==> config.mk <==
export PLATFORM = sky130hd
export DESIGN_NAME = line_capture_sequencer
export DESIGN_NICKNAME = d
export VERILOG_FILES = /design/src/rtl/line_capture_sequencer.sv
export SDC_FILE = /design/constraint.sdc
export NUM_CORES = 1
export LEC_CHECK = 0
export CORE_MARGIN = 3
export CORE_UTILIZATION = 40
export CTS_CLUSTER_DIAMETER = 60
export DETAILED_ROUTE_END_ITERATION = 10
export DONT_BUFFER_PORTS = 1
export GPL_TIMING_DRIVEN = 0
export PLACE_DENSITY = 0.65
export REMOVE_ABC_BUFFERS = 1
export SLEW_MARGIN = 0
export SYNTH_ARGS = -nofsm -noshare
export SYNTH_HDL_FRONTEND = slang
export SYNTH_SLANG_ARGS = --single-unit
==> constraint.sdc <==
create_clock -name ck -period 3.9 [get_ports ck]
set_clock_uncertainty 0.1 [all_clocks]
set_input_delay 0.39 -clock ck [delete_from_list [all_inputs] [get_ports ck]]
set_output_delay 0.39 -clock ck [all_outputs]
set_load 0.01 [all_outputs]
==> src/rtl/line_capture_sequencer.sv <==
// Line capture sequencer: after an arm request, waits for the next frame (vsync rising edge)
// and captures MAX_PIX pixel bytes from each of three selected lines into an external 16-bit
// SRAM, packing byte pairs into words. Each slot owns a MAX_PIX/2-word region starting at
// slot*(MAX_PIX/2).
//
// Ports:
//   ck, res                 clock, asynchronous active-high reset
//   arm                     one-cycle capture request (honoured only when idle)
//   vsync, href             frame sync / line valid, already synchronous to ck
//   pvalid, pdata           pixel byte strobe and data
//   sel_line0..2            line numbers to capture, in slot order
//   sram_addr, sram_dq      SRAM word address / write data ([7:0] = earlier byte)
//   ceb, web, bleb, bheb    active-low SRAM strobes
//   busy, done, err         status: not idle / end-of-capture pulse / sticky incomplete frame
//   line_cnt                current line number in the frame (first line = 1, saturates)
module line_capture_sequencer #(
  parameter int unsigned MAX_PIX = 64,
  parameter int unsigned ADDR_W  = 8
) (
  input  logic              ck,
  input  logic              res,
  input  logic              arm,
  input  logic              vsync,
  input  logic              href,
  input  logic              pvalid,
  input  logic [7:0]        pdata,
  input  logic [7:0]        sel_line0,
  input  logic [7:0]        sel_line1,
  input  logic [7:0]        sel_line2,
  output logic [ADDR_W-1:0] sram_addr,
  output logic [15:0]       sram_dq,
  output logic              ceb,
  output logic              web,
  output logic              bleb,
  output logic              bheb,
  output logic              busy,
  output logic              done,
  output logic              err,
  output logic [7:0]        line_cnt
);

  typedef enum logic [2:0] {
    StIdle, StWaitVs, StWaitLine, StCapture, StFlush, StDone
  } state_e;

  localparam int unsigned HalfPix = MAX_PIX / 2;
  localparam logic [7:0]  MaxPix8 = 8'(MAX_PIX);

  state_e            state_q, state_d;
  logic              vs_q, hr_q;
  logic [7:0]        line_q, line_d;
  logic [1:0]        slot_q, slot_d;
  logic [7:0]        bcnt_q, bcnt_d;
  logic [7:0]        lat_q, lat_d;
  logic              pend_q, pend_d;    // even byte latched, not yet written
  logic              abort_q, abort_d;  // frame ended early: finish after this flush
  logic              err_q, err_d;
  logic [ADDR_W-1:0] addr_q, addr_d;
  logic [15:0]       dq_q, dq_d;
  logic              wr_q, wr_d;        // write cycle this clock
  logic              hi_q, hi_d;        // high byte enabled in this write

  logic              vs_rise, hr_rise, hr_fall, accept;
  logic [7:0]        line_next, sel_cur;
  logic [ADDR_W-1:0] wr_addr;

  assign vs_rise   = vsync & ~vs_q;
  assign hr_rise   = href & ~hr_q;
  assign hr_fall   = ~href & hr_q;
  assign line_next = (line_q == 8'hFF) ? 8'hFF : line_q + 8'd1;
  assign accept    = pvalid & href & (bcnt_q < MaxPix8);
  // bcnt_q is odd for both a pair write and a pending partial, so >>1 is the word index
  assign wr_addr   = ADDR_W'(HalfPix * 32'(slot_q)) + ADDR_W'(bcnt_q[7:1]);

  always_comb begin
    case (slot_q)
      2'd0:    sel_cur = sel_line0;
      2'd1:    sel_cur = sel_line1;
      default: sel_cur = sel_line2;
    endcase
  end

  always_comb begin
    state_d = state_q;
    line_d  = line_q;
    slot_d  = slot_q;
    bcnt_d  = bcnt_q;
    lat_d   = lat_q;
    pend_d  = pend_q;
    abort_d = abort_q;
    err_d   = err_q;
    addr_d  = addr_q;
    dq_d    = dq_q;
    wr_d    = 1'b0;
    hi_d    = 1'b0;

    if (vs_rise) begin
      line_d = 8'd0;
    end else if (hr_rise) begin
      line_d = line_next;
    end

    case (state_q)
      StIdle: begin
        if (arm) begin
          err_d   = 1'b0;
          state_d = StWaitVs;
        end
      end
      StWaitVs: begin
        if (vs_rise) begin
          slot_d  = 2'd0;
          abort_d = 1'b0;
          state_d = StWaitLine;
        end
      end
      StWaitLine: begin
        if (vs_rise) begin
          err_d   = 1'b1;
          abort_d = 1'b1;
          state_d = StFlush;
        end else if (hr_rise && (line_next == sel_cur)) begin
          bcnt_d  = 8'd0;
          pend_d  = 1'b0;
          state_d = StCapture;
        end
      end
      StCapture: begin
        if (accept) begin
          bcnt_d = bcnt_q + 8'd1;
          if (!bcnt_q[0]) begin
            lat_d  = pdata;
            pend_d = 1'b1;
          end else begin
            wr_d   = 1'b1;
            hi_d   = 1'b1;
            addr_d = wr_addr;
            dq_d   = {pdata, lat_q};
            pend_d = 1'b0;
          end
        end
        if (vs_rise) begin
          err_d   = 1'b1;
          abort_d = 1'b1;
          state_d = StFlush;
        end else if (hr_fall || (bcnt_d == MaxPix8)) begin
          state_d = StFlush;
        end
      end
      StFlush: begin
        if (pend_q) begin
          wr_d   = 1'b1;
          addr_d = wr_addr;
          dq_d   = {8'h00, lat_q};
          pend_d = 1'b0;
        end
        if (abort_q || (slot_q == 2'd2)) begin
          state_d = StDone;
        end else begin
          slot_d  = slot_q + 2'd1;
          state_d = StWaitLine;
        end
      end
      StDone: begin
        state_d = StIdle;
      end
      default: begin
        state_d = StIdle;
      end
    endcase
  end

  always_ff @(posedge ck or posedge res) begin
    if (res) begin
      state_q <= StIdle;
      vs_q    <= 1'b0;
      hr_q    <= 1'b0;
      line_q  <= 8'd0;
      slot_q  <= 2'd0;
      bcnt_q  <= 8'd0;
      lat_q   <= 8'd0;
      pend_q  <= 1'b0;
      abort_q <= 1'b0;
      err_q   <= 1'b0;
      addr_q  <= '0;
      dq_q    <= 16'd0;
      wr_q    <= 1'b0;
      hi_q    <= 1'b0;
    end else begin
      state_q <= state_d;
      vs_q    <= vsync;
      hr_q    <= href;
      line_q  <= line_d;
      slot_q  <= slot_d;
      bcnt_q  <= bcnt_d;
      lat_q   <= lat_d;
      pend_q  <= pend_d;
      abort_q <= abort_d;
      err_q   <= err_d;
      addr_q  <= addr_d;
      dq_q    <= dq_d;
      wr_q    <= wr_d;
      hi_q    <= hi_d;
    end
  end

  assign sram_addr = addr_q;
  assign sram_dq   = dq_q;
  assign ceb       = ~wr_q;
  assign web       = ~wr_q;
  assign bleb      = ~wr_q;
  assign bheb      = ~(wr_q & hi_q);
  assign busy      = (state_q != StIdle);
  assign done      = (state_q == StDone);
  assign err       = err_q;
  assign line_cnt  = line_q;

endmodule

Yosys cells after proc, flatten, opt, wreduce, memory -nomap -nowiden

Index checks and enable logic that the tools add are counted.

$add $sub $neg: 4
Order comparisons: 1
Equal/unequal tests: 21
Mux-type cells: 43
Bitwise logic cells: 12
Reductions and logical operators: 22

Operator list:

| cell                | count |
|---|---|
| $mux 8              | 10 |
| $mux 16             | 3 |
| $pmux 8 s2          | 3 |
| $pmux 16 s2         | 1 |
| $mux 3              | 7 |
| $add 8x1->8 const B | 2 |
| $ne 2x2->1 const B  | 8 |
| $pmux 3 s5          | 1 |
| $reduce_and 3->1    | 5 |
| $reduce_and 4->1    | 3 |
| $reduce_bool 2->1   | 6 |
| $mux 1              | 11 |
| $add 7x7->8         | 1 |
| $eq 8x7->1 const B  | 1 |
| $eq 8x8->1          | 1 |
| $eq 8x8->1 const B  | 1 |
| $lt 8x7->1 const B  | 1 |
| $and 1x1->1         | 6 |
| $eq 3x2->1 const B  | 2 |
| $eq 3x3->1 const B  | 2 |
| $ne 3x3->1 const B  | 2 |
| $not 1->1           | 6 |
| $pmux 1 s2          | 3 |
| $reduce_bool 3->1   | 2 |
| 13 further kinds    | 15 |

Register bits after elaboration: 60
Bits of input ports: 38
Output and inout port bits: 39
Word-level logic and storage cells: 117

Logic depth before layout (Yosys ltp)

Gate-level depths: netlist (run 1).

Word-level depth: 9
Gate-level depth with buffers: 11
Depth with buffers taken out: 9

Least setup slack after synthesis (run 1)

Ideal clock, no wire load.

Kind: reg-to-reg
Start point: register slot_q[1]
End point: register bcnt_q[0]
Library setup time: 130 ps
Arrival: 2446 ps
Data required time: 3670 ps
Setup slack: 1225 ps
Cell stages (with the launch flop): 11
Buffers on the path: 1
Clock period less this slack: 2675 ps
Path through: dfrtp_1 inv_1 ha_1 or3b_4 a21oi_1 a221oi_1 or4_4 a2111oi_2 and4b_1 buf_6 a211oi_2

Word-level cells in the longest chain between the ends: 6
Elaborated cells between the ends (all ways): 7
Those cells by class: eq/ne (3); mux (1); reduce/logical (3)

Ends and longest elaborated chain:

| item                                                 | RTL line | source |
|---|---|---|
| from (decl)                                          | 52       | `logic [1:0] slot_q, slot_d;` |
| from (signal assigned)                               | 194      | `slot_q <= slot_d;` |
| $eq 2x1->1 / $logic_not 2->1 (equally long branches) | 76       | `case (slot_q)` |
| $pmux 8 s2 (*)                                       | 76       |  |
| $eq 8x8->1 (*)                                       | 122      | `end else if (hr_rise && (line_next == sel_cur)) begin` |
| $logic_and 1x1->1 (*)                                | 122      |  |
| $ne 2x2->1 (no source line) (*)                      | -        |  |
| $reduce_and 3->1 (no source line) (*)                | -        |  |
| to (signal assigned)                                 | 195      | `bcnt_q <= bcnt_d;` |
| to (decl)                                            | 53       | `logic [7:0] bcnt_q, bcnt_d;` |

Every way passes the cells marked *; elsewhere a longest branch is shown, timed or not.
A chain may end at the register's enable or synchronous reset.

Worst setup path in the final report (run 1)

Same ends and word-level chain as after synthesis.

==> results of run 1 <==
[state kept, by name, summed over array words and instances, names as in the netlist]
signal	cells
sram_addr	8
vs_q	1
hi_q	1
state_q	3
hr_q	1
wr_q	1
abort_q	1
bcnt_q	8
pend_q	1
slot_q	2
err	1
line_cnt	8
sram_dq	16
lat_q	8
[layer usage]
layer	up-vias	routed length, um
met5	-	0
met4	0	27
met3	2	448
met2	79	3220
met1	1106	3130
li1	1132	-
[through the flow]
step / setup slack [ps] / hold WS (ps)
detailed placement: 589 / 302
finish: 586 / 96.1
floorplan: 987 / 321
global route: 379 / 89.9
CTS: 575 / 79.3
global placement: 266 / 322
[kinds of logic after synthesis]
| group | Yosys count | synth area share, % |
|---|---|---|
| AO/OA/AOI/OAI | 73 | 15.4 |
| XOR/XNOR | 11 | 3.48 |
| adder cells (fa/ha/maj) | 9 | 3.63 |
| buffers and inverters | 32 | 5.56 |
| flip-flops | 60 | 45.4 |
| multiplexers | 30 | 10.1 |
| AND/OR/NAND/NOR | 108 | 16.6 |
[where the power goes]
group	internal [uW]	switching, uW	leakage [uW]
clock	224	219	0.0000800
combinational	196	266	0.000742
sequential	661	68.1	0.000814
[critical path: stages (launching register included)]
cell,delay [ps]
dfrtp_1,420
inv_1,90
ha_1,330
or3b_4,450
a21oi_1,160
a221oi_1,80
or4_4,560
a2111oi_2,320
and4b_1,580
a211oi_2,80
[layout by cell type, fill, tap and decap left out, types with 2 or more instances in the layout]
cell,instances
a22oi_1,3
nor2_2,8
o211ai_1,4
nand2_1,37
nor3_1,4
xnor2_1,4
nand4_1,3
nor2_1,22
and3_1,4
and4_1,2
dlygate4sd3_1,3
xor2_1,6
nand2b_1,3
dfrtp_1,60
a21oi_1,12
and2_1,2
o31ai_1,2
mux2i_1,4
clkbuf_8,9
a31oi_1,3
a311oi_1,2
a211oi_1,4
clkbuf_1,3
inv_1,8
o21ai_0,19
nor2b_1,2
a21o_2,3
a22o_1,7
nand3_1,10
o22ai_1,3
mux2_2,26
ha_1,8
clkinv_2,3
[final timing paths]
kind	from	endpoint	slack, ps	cells past startpoint
max reg2reg	slot_q[1]	bcnt_q[0]	590	9
min reg2reg	lat_q[2]	sram_dq[2]	390	1
max	slot_q[1]	bcnt_q[0]	590	9
max in group asynchronous	res	bcnt_q[7]	2600	3
min	pdata[2]	sram_dq[10]	100	2
min in group asynchronous	res	sram_dq[7]	520	2
[cell type report]
cell class / count / area [sq um]
fill: 722 / 4360
multi-input combinational: 231 / 1630
sequential: 60 / 1500
clock buffer: 12 / 135
tap: 102 / 128
timing repair buffer: 6 / 82.6
inverter: 9 / 33.8
clock inverter: 3 / 15.0
[what timing repair did]
action | CTS | global route
resized for setup | 0 | 0
hold buffers | 3 | 0
setup buffers | 0 | 0
hold endpoints to repair | 32 | 0
==> results summary, run 1 <==
Dividing total power by cell area gives a power density of ~460 mW/mm^2. The clock insertion delay at the later pin of the skew report came out at between 300 and 400 ps. Detailed placement ended at an HPWL of slightly above 5000 um. Cells with a size suffix above 1 make up around 20% of the layout. The top cell type's share of synthesized area is a little under half. The data required time at the worst endpoint is around 4000 ps.

The setup path with the least slack is of type reg2reg. The worst-path maximum fanout came out at 12. The maximum number of pins on one net before global-route repair is 32. Counting flops and latches in the post-synthesis netlist gives 60. After synthesis, the cell types taking the most area are dfrtp_1, mux2_2, nand2_1. The via count of the first global-routing pass is between 2000 and 2500. Max-cap violations in this run came to 0. The via density per instance is between 5 and 6. The first-iteration detailed-routing DRC count is 94. The number of setup violations in the final report came out at 0. For this run, design rule violations remaining after detail routing come to 0. The cell leakage power is between 0.0015 and 0.002 uW. The TritonCTS clock tree is done. The number of placement rows came out at 32. The class of the most critical hold timing path is in2reg.

Setup repair after global routing left no endpoint under its margin. The number of placed instances, taps included, is 404. The time the worst path needs with I/O delays and setup is around 3300 ps. The final design instance area without fill is 0.00352 sq mm. The number of non-filler instances in the completed layout is roughly 420. The signal arrival time at the worst endpoint came out at 3390 ps. The die width is 97.0 um.

Across the VDD grid, the largest voltage drop is 234 uV. The kind of launch point of the worst setup path is a register. The clock tree buffer depth is 2. Measured on the finished design, the core utilization comes to between 40% and 50%.

The number of H-tree levels came out at 3. Yosys instantiated no cell more often than dfrtp_1. The run finished with clean final reports. Summed over all layers, the routed wires come to roughly 6800 um. The area growth from synthesis to layout came out at 6.50%.

The number of enable-type register cells in the synthesized netlist is 0. The wire length of the first global-routing pass came out at 11500 um. The number of sinks handled by clock tree synthesis is 60. The average wire per cell in the routed design is 16.1 um.

The placer congestion estimate came out at just over 0.8. Of all cell types, the one taking the most synthesized area is dfrtp_1. The async set-reset flop share out of synthesis is 100%. The remaining global-route overflow is 0. Adding up every negative setup slack in the final design gives 0 ps. The number of antenna violations at the first check in global routing is 0. The count of TritonRoute iterations in the first routing pass is 4. The worst-case headroom to the max-slew limit is between 40% and 50%. After the last flow step, the layout net total stands at between 300 and 400. The root buffer cell is clkbuf_8.

Global routing used 4.33% of the available met3 tracks. The total track usage came out at between 15 and 20%. The number of port buffers came out at 0. The register area share after synthesis came out at between 40% and 50%. Once placement finished, the instance area stood at ~0.0033 sq mm. Among all flip-flop cells after synthesis, the most frequent one is dfrtp_1. The slew at the pin with the worst max-slew slack is ~810 ps.

The layer flagged by global routing as most heavily used is met2. The number of routed nets with antenna violations is 0. The clock-pin transition on the worst setup and hold timing paths came out at roughly 70 ps. The cell area that synthesis handed to floorplanning was 0.00331 sq mm. The number of buffers created by CTS is 9. For this run, the top clock speed supported by timing is just over 300 MHz. The total count of hold-check failures in the final report is 0. The final antenna diode count came out at 0.

For met1 alone, demand over resource in global routing was between 10% and 20%. By count the netlist is led by dfrtp_1, nand2_1, mux2_2, nor2_1, o21ai_0. After synthesis, the netlist uses 57 different library cells. The final count of pins violating max slew is 0. During synthesis, Yosys emitted a total of 0 warnings.

From bottom edge to top edge, the die measures 97.0 um. In the finished design, the share of the clock period the worst path needs comes to between 80% and 90%. The total power draw is 1630 uW. The die footprint is roughly 0.0094 sq mm. The placeable core area came out at between 0.007 and 0.008 sq mm. For met2 alone, demand over resource in global routing was 24.0%. The starting density of the core is 42.0%. Counting every instance in the synthesized netlist gives 323.

In this run the count of I/O pins placed on the die edge is slightly below 80. The routed layout has 2319 vias. STA classifies the critical path endpoint as a register. The post-synthesis area per instance is between 10 and 15 sq um.
Power figures use the tool's default switching activity.
==> run 2, diff against run 1 <==
==> constraint.sdc (replaced) <==
create_clock -name ck -period 3.2 [get_ports ck]
set_clock_uncertainty 0.1 [all_clocks]
set_input_delay 0.32 -clock ck [delete_from_list [all_inputs] [get_ports ck]]
set_output_delay 0.32 -clock ck [all_outputs]
set_load 0.01 [all_outputs]
==> run 2 against run 1 <==
Flip-flop and latch count unchanged. Cell count unchanged. Cell area grew 0.67%. Total power is 23% higher. Hold slack got worse by 73 ps. Utilization increased by 0.30 points. Via count fell by 0.34%. Wire length grew 0.48%. Die area unchanged. Sequential share of layout area shrank 0.29 points. Non-clock buffer count unchanged. Fmax up 12%.
==> results summary, run 2 (synthesized netlist as in run 1, its figures left out) <==
The flow ran to the end, and the final reports show no timing, DRC or antenna violations. The worst setup path is captured at a register. The first-iteration detailed-routing DRC count is 58.

The count of TritonRoute iterations in the first routing pass came out at 4. Dividing the final minimum period by the clock period gives approximately 93%. The final-layout fill cell count is around 720. Dividing total power by cell area gives a power density of approximately 570 mW/mm^2.

The number of flip-flops under the largest register name is 16. The final setup slack of the worst path is 233 ps. The worst hold path stage count came out at 2. Entering global routing, the biggest net connects 32 pins. Before CTS, the worst setup slack after placement is -111 ps. The first global-routing pass estimated ~12000 um of wire.

VDD sags by at most ~310 uV. The buffer count from post-CTS setup fixing is 0. The final antenna diode count is 0.

The via count of the first global-routing pass is between 2000 and 2500. The net count of the finished layout is 364. The final count of pins violating max slew is 0. The number of max-capacitance violations reported came out at 0. The worst-case headroom to the max-slew limit is 45.9%.

The number of antenna violations at the first check in global routing came out at 0. The later pin in the worst-skew pair is clocked with a latency of approximately 320 ps. The longest clock path from root to sink contains 2 buffers.

For the worst setup path, the data required time is 3300 ps. The met1 track demand over resource in global routing is about a fifth. The stage delay of the slowest cell on the critical path came out at between 500 and 600 ps. For this run, the total global-route usage over all layers was measured as 15.0%. Setup repair after global routing left no endpoint under its margin.

The placeable core area came out at 0.00789 sq mm. The slew at the pin with the worst max-slew slack came out at 811 ps. Timing would allow up to roughly 340 MHz. The length in cells of the worst reg-to-reg path is 9. The placer congestion estimate came out at about 0.83. CTS placed an instance of clkbuf_8 at the clock tree root. The number of remaining DRC errors came out at 0. The library cells used most frequently in the layout, excluding fill and tap cells, are dfrtp_1, nand2_1, mux2_2. The signal on the critical path passes through inv_1 -> ha_2 -> or3b_4 -> a21oi_1 -> a221oi_1 -> or4_4 -> a2111oi_4 -> and4b_4 -> a211oi_2. The fraction of final layout cells sized beyond drive strength 1 came out at a little over a fifth.

The remaining global-route overflow is 0. The cell leakage power came out at roughly 0.0016 uW. The kind of launch point of the worst setup path is a register. The die width is between 90 and 100 um. Leaving out fill and tap cells, the most frequent cell in the layout is dfrtp_1.

The total count of hold-check failures in the final report is 0. The met2 usage in global routing came out at between 20% and 30%. The min-delay analysis places its worst path in the category in2reg. The total half-perimeter wirelength after legalization and detailed placement came out at just over 5000 um. The worst-path maximum fanout is 12. Setup total negative slack on the finished layout was measured at 0 ps. The signal arrival time at the worst endpoint came out at 3060 ps. The time the worst path needs with I/O delays and setup is 2970 ps. The number of setup violations in the final report is 0. The layer flagged by global routing as most heavily used is met2.

The number of H-tree levels came out at 3. The die extent in y is 97.0 um. The floorplan has 32 rows. The I/O pin total is between 70 and 80. The die footprint came out at 0.00940 sq mm. Summed over all layers, the routed wires come to 6860 um.

Once the floorplan was initialized, standard cells occupied a little over two fifths of the core. The via density per instance is around 5.5. Clock-pin slew was measured on the worst setup and hold paths at 70 ps. The slowest cell on the critical path is or4_4. The count of nets left with antenna violations once routing finished came out at 0. TritonCTS built the clock tree. The number of sinks handled by clock tree synthesis is 60. The global routing usage on met3 came out at roughly 4.3%. In the final routed layout, each cell accounts on average for roughly 16 um. Compared with the post-synthesis result, the final layout area differs by 7.22%. The number of buffers created by CTS is 9. The number of port buffers is 0. Hold timing on the final database bottoms out at a slack of roughly 24 ps. The kind of critical path is reg2reg. The via count is between 2000 and 2500.
==> run 2: cell counts in the layout (fill, tap and decap cells not counted) <==
No cell type changed its count.
==> run 2: what timing repair did <==
item / in CTS / in global routing
pin swaps: 0 / 1
gates resized for setup: 1 / 5
hold endpoints to repair: 32 / 0
setup endpoints to repair: 8 / 8
hold buffers: 3 / 0
==> run 2: worst max-delay path, delay by kind of cell (launching register included) <==
kind                     cells  cell delay (ps)
adder cells (fa/ha/maj)      1              260
buffers and inverters        1               90
flip-flops                   1              420
AND/OR/NAND/NOR              3             1400
AO/OA/AOI/OAI                4              570
==> run 2: layout make-up <==
class,instances,area (sq um),area share (%)
multi-input combinational,231,1650,46.6
sequential,60,1500,42.3
clock buffer,12,135,3.81
tap,102,128,3.60
timing repair buffer,6,82.6,2.33
inverter,9,33.8,0.952
clock inverter,3,15.0,0.423
==> run 2: worst paths after layout <==
| path | endpoint | slack [ps] | startpoint |
|---|---|---|---|
| max in group asynchronous | abort_q | 1970 | res |
| min | sram_dq[10] | 20 | pdata[2] |
| min in group asynchronous | sram_dq[7] | 440 | res |
| min reg2reg | sram_dq[2] | 390 | lat_q[2] |
| max | bcnt_q[0] | 230 | slot_q[1] |
| max reg2reg | bcnt_q[0] | 230 | slot_q[1] |
==> run 2: power breakdown <==
part	internal (uW)	switching, uW	total [uW]
Clock	273	269	542
Sequential	806	84.6	890
Combinational	249	336	585
Total	1330	690	2020
==> run 2: per-layer routing <==
layer  up-vias  routed length, um  part of all wire (%)
met5         -                  0                     0
li1       1131                  -                     -
met2        85               3230                    47
met3         4                490                   7.1
met4         0                 46                  0.67
met1      1091               3090                    45
==> run 2: metrics by stage <==
stage	instance area (sq um)	total power [uW]	instances	util, %
floorplan	3160	1340	300	-
detailed placement	3340	1470	404	42.3
finish	3550	2020	423	45.0
CTS	3520	2020	422	44.6
global route	3550	2160	423	45.0
global placement	3290	1450	402	41.7
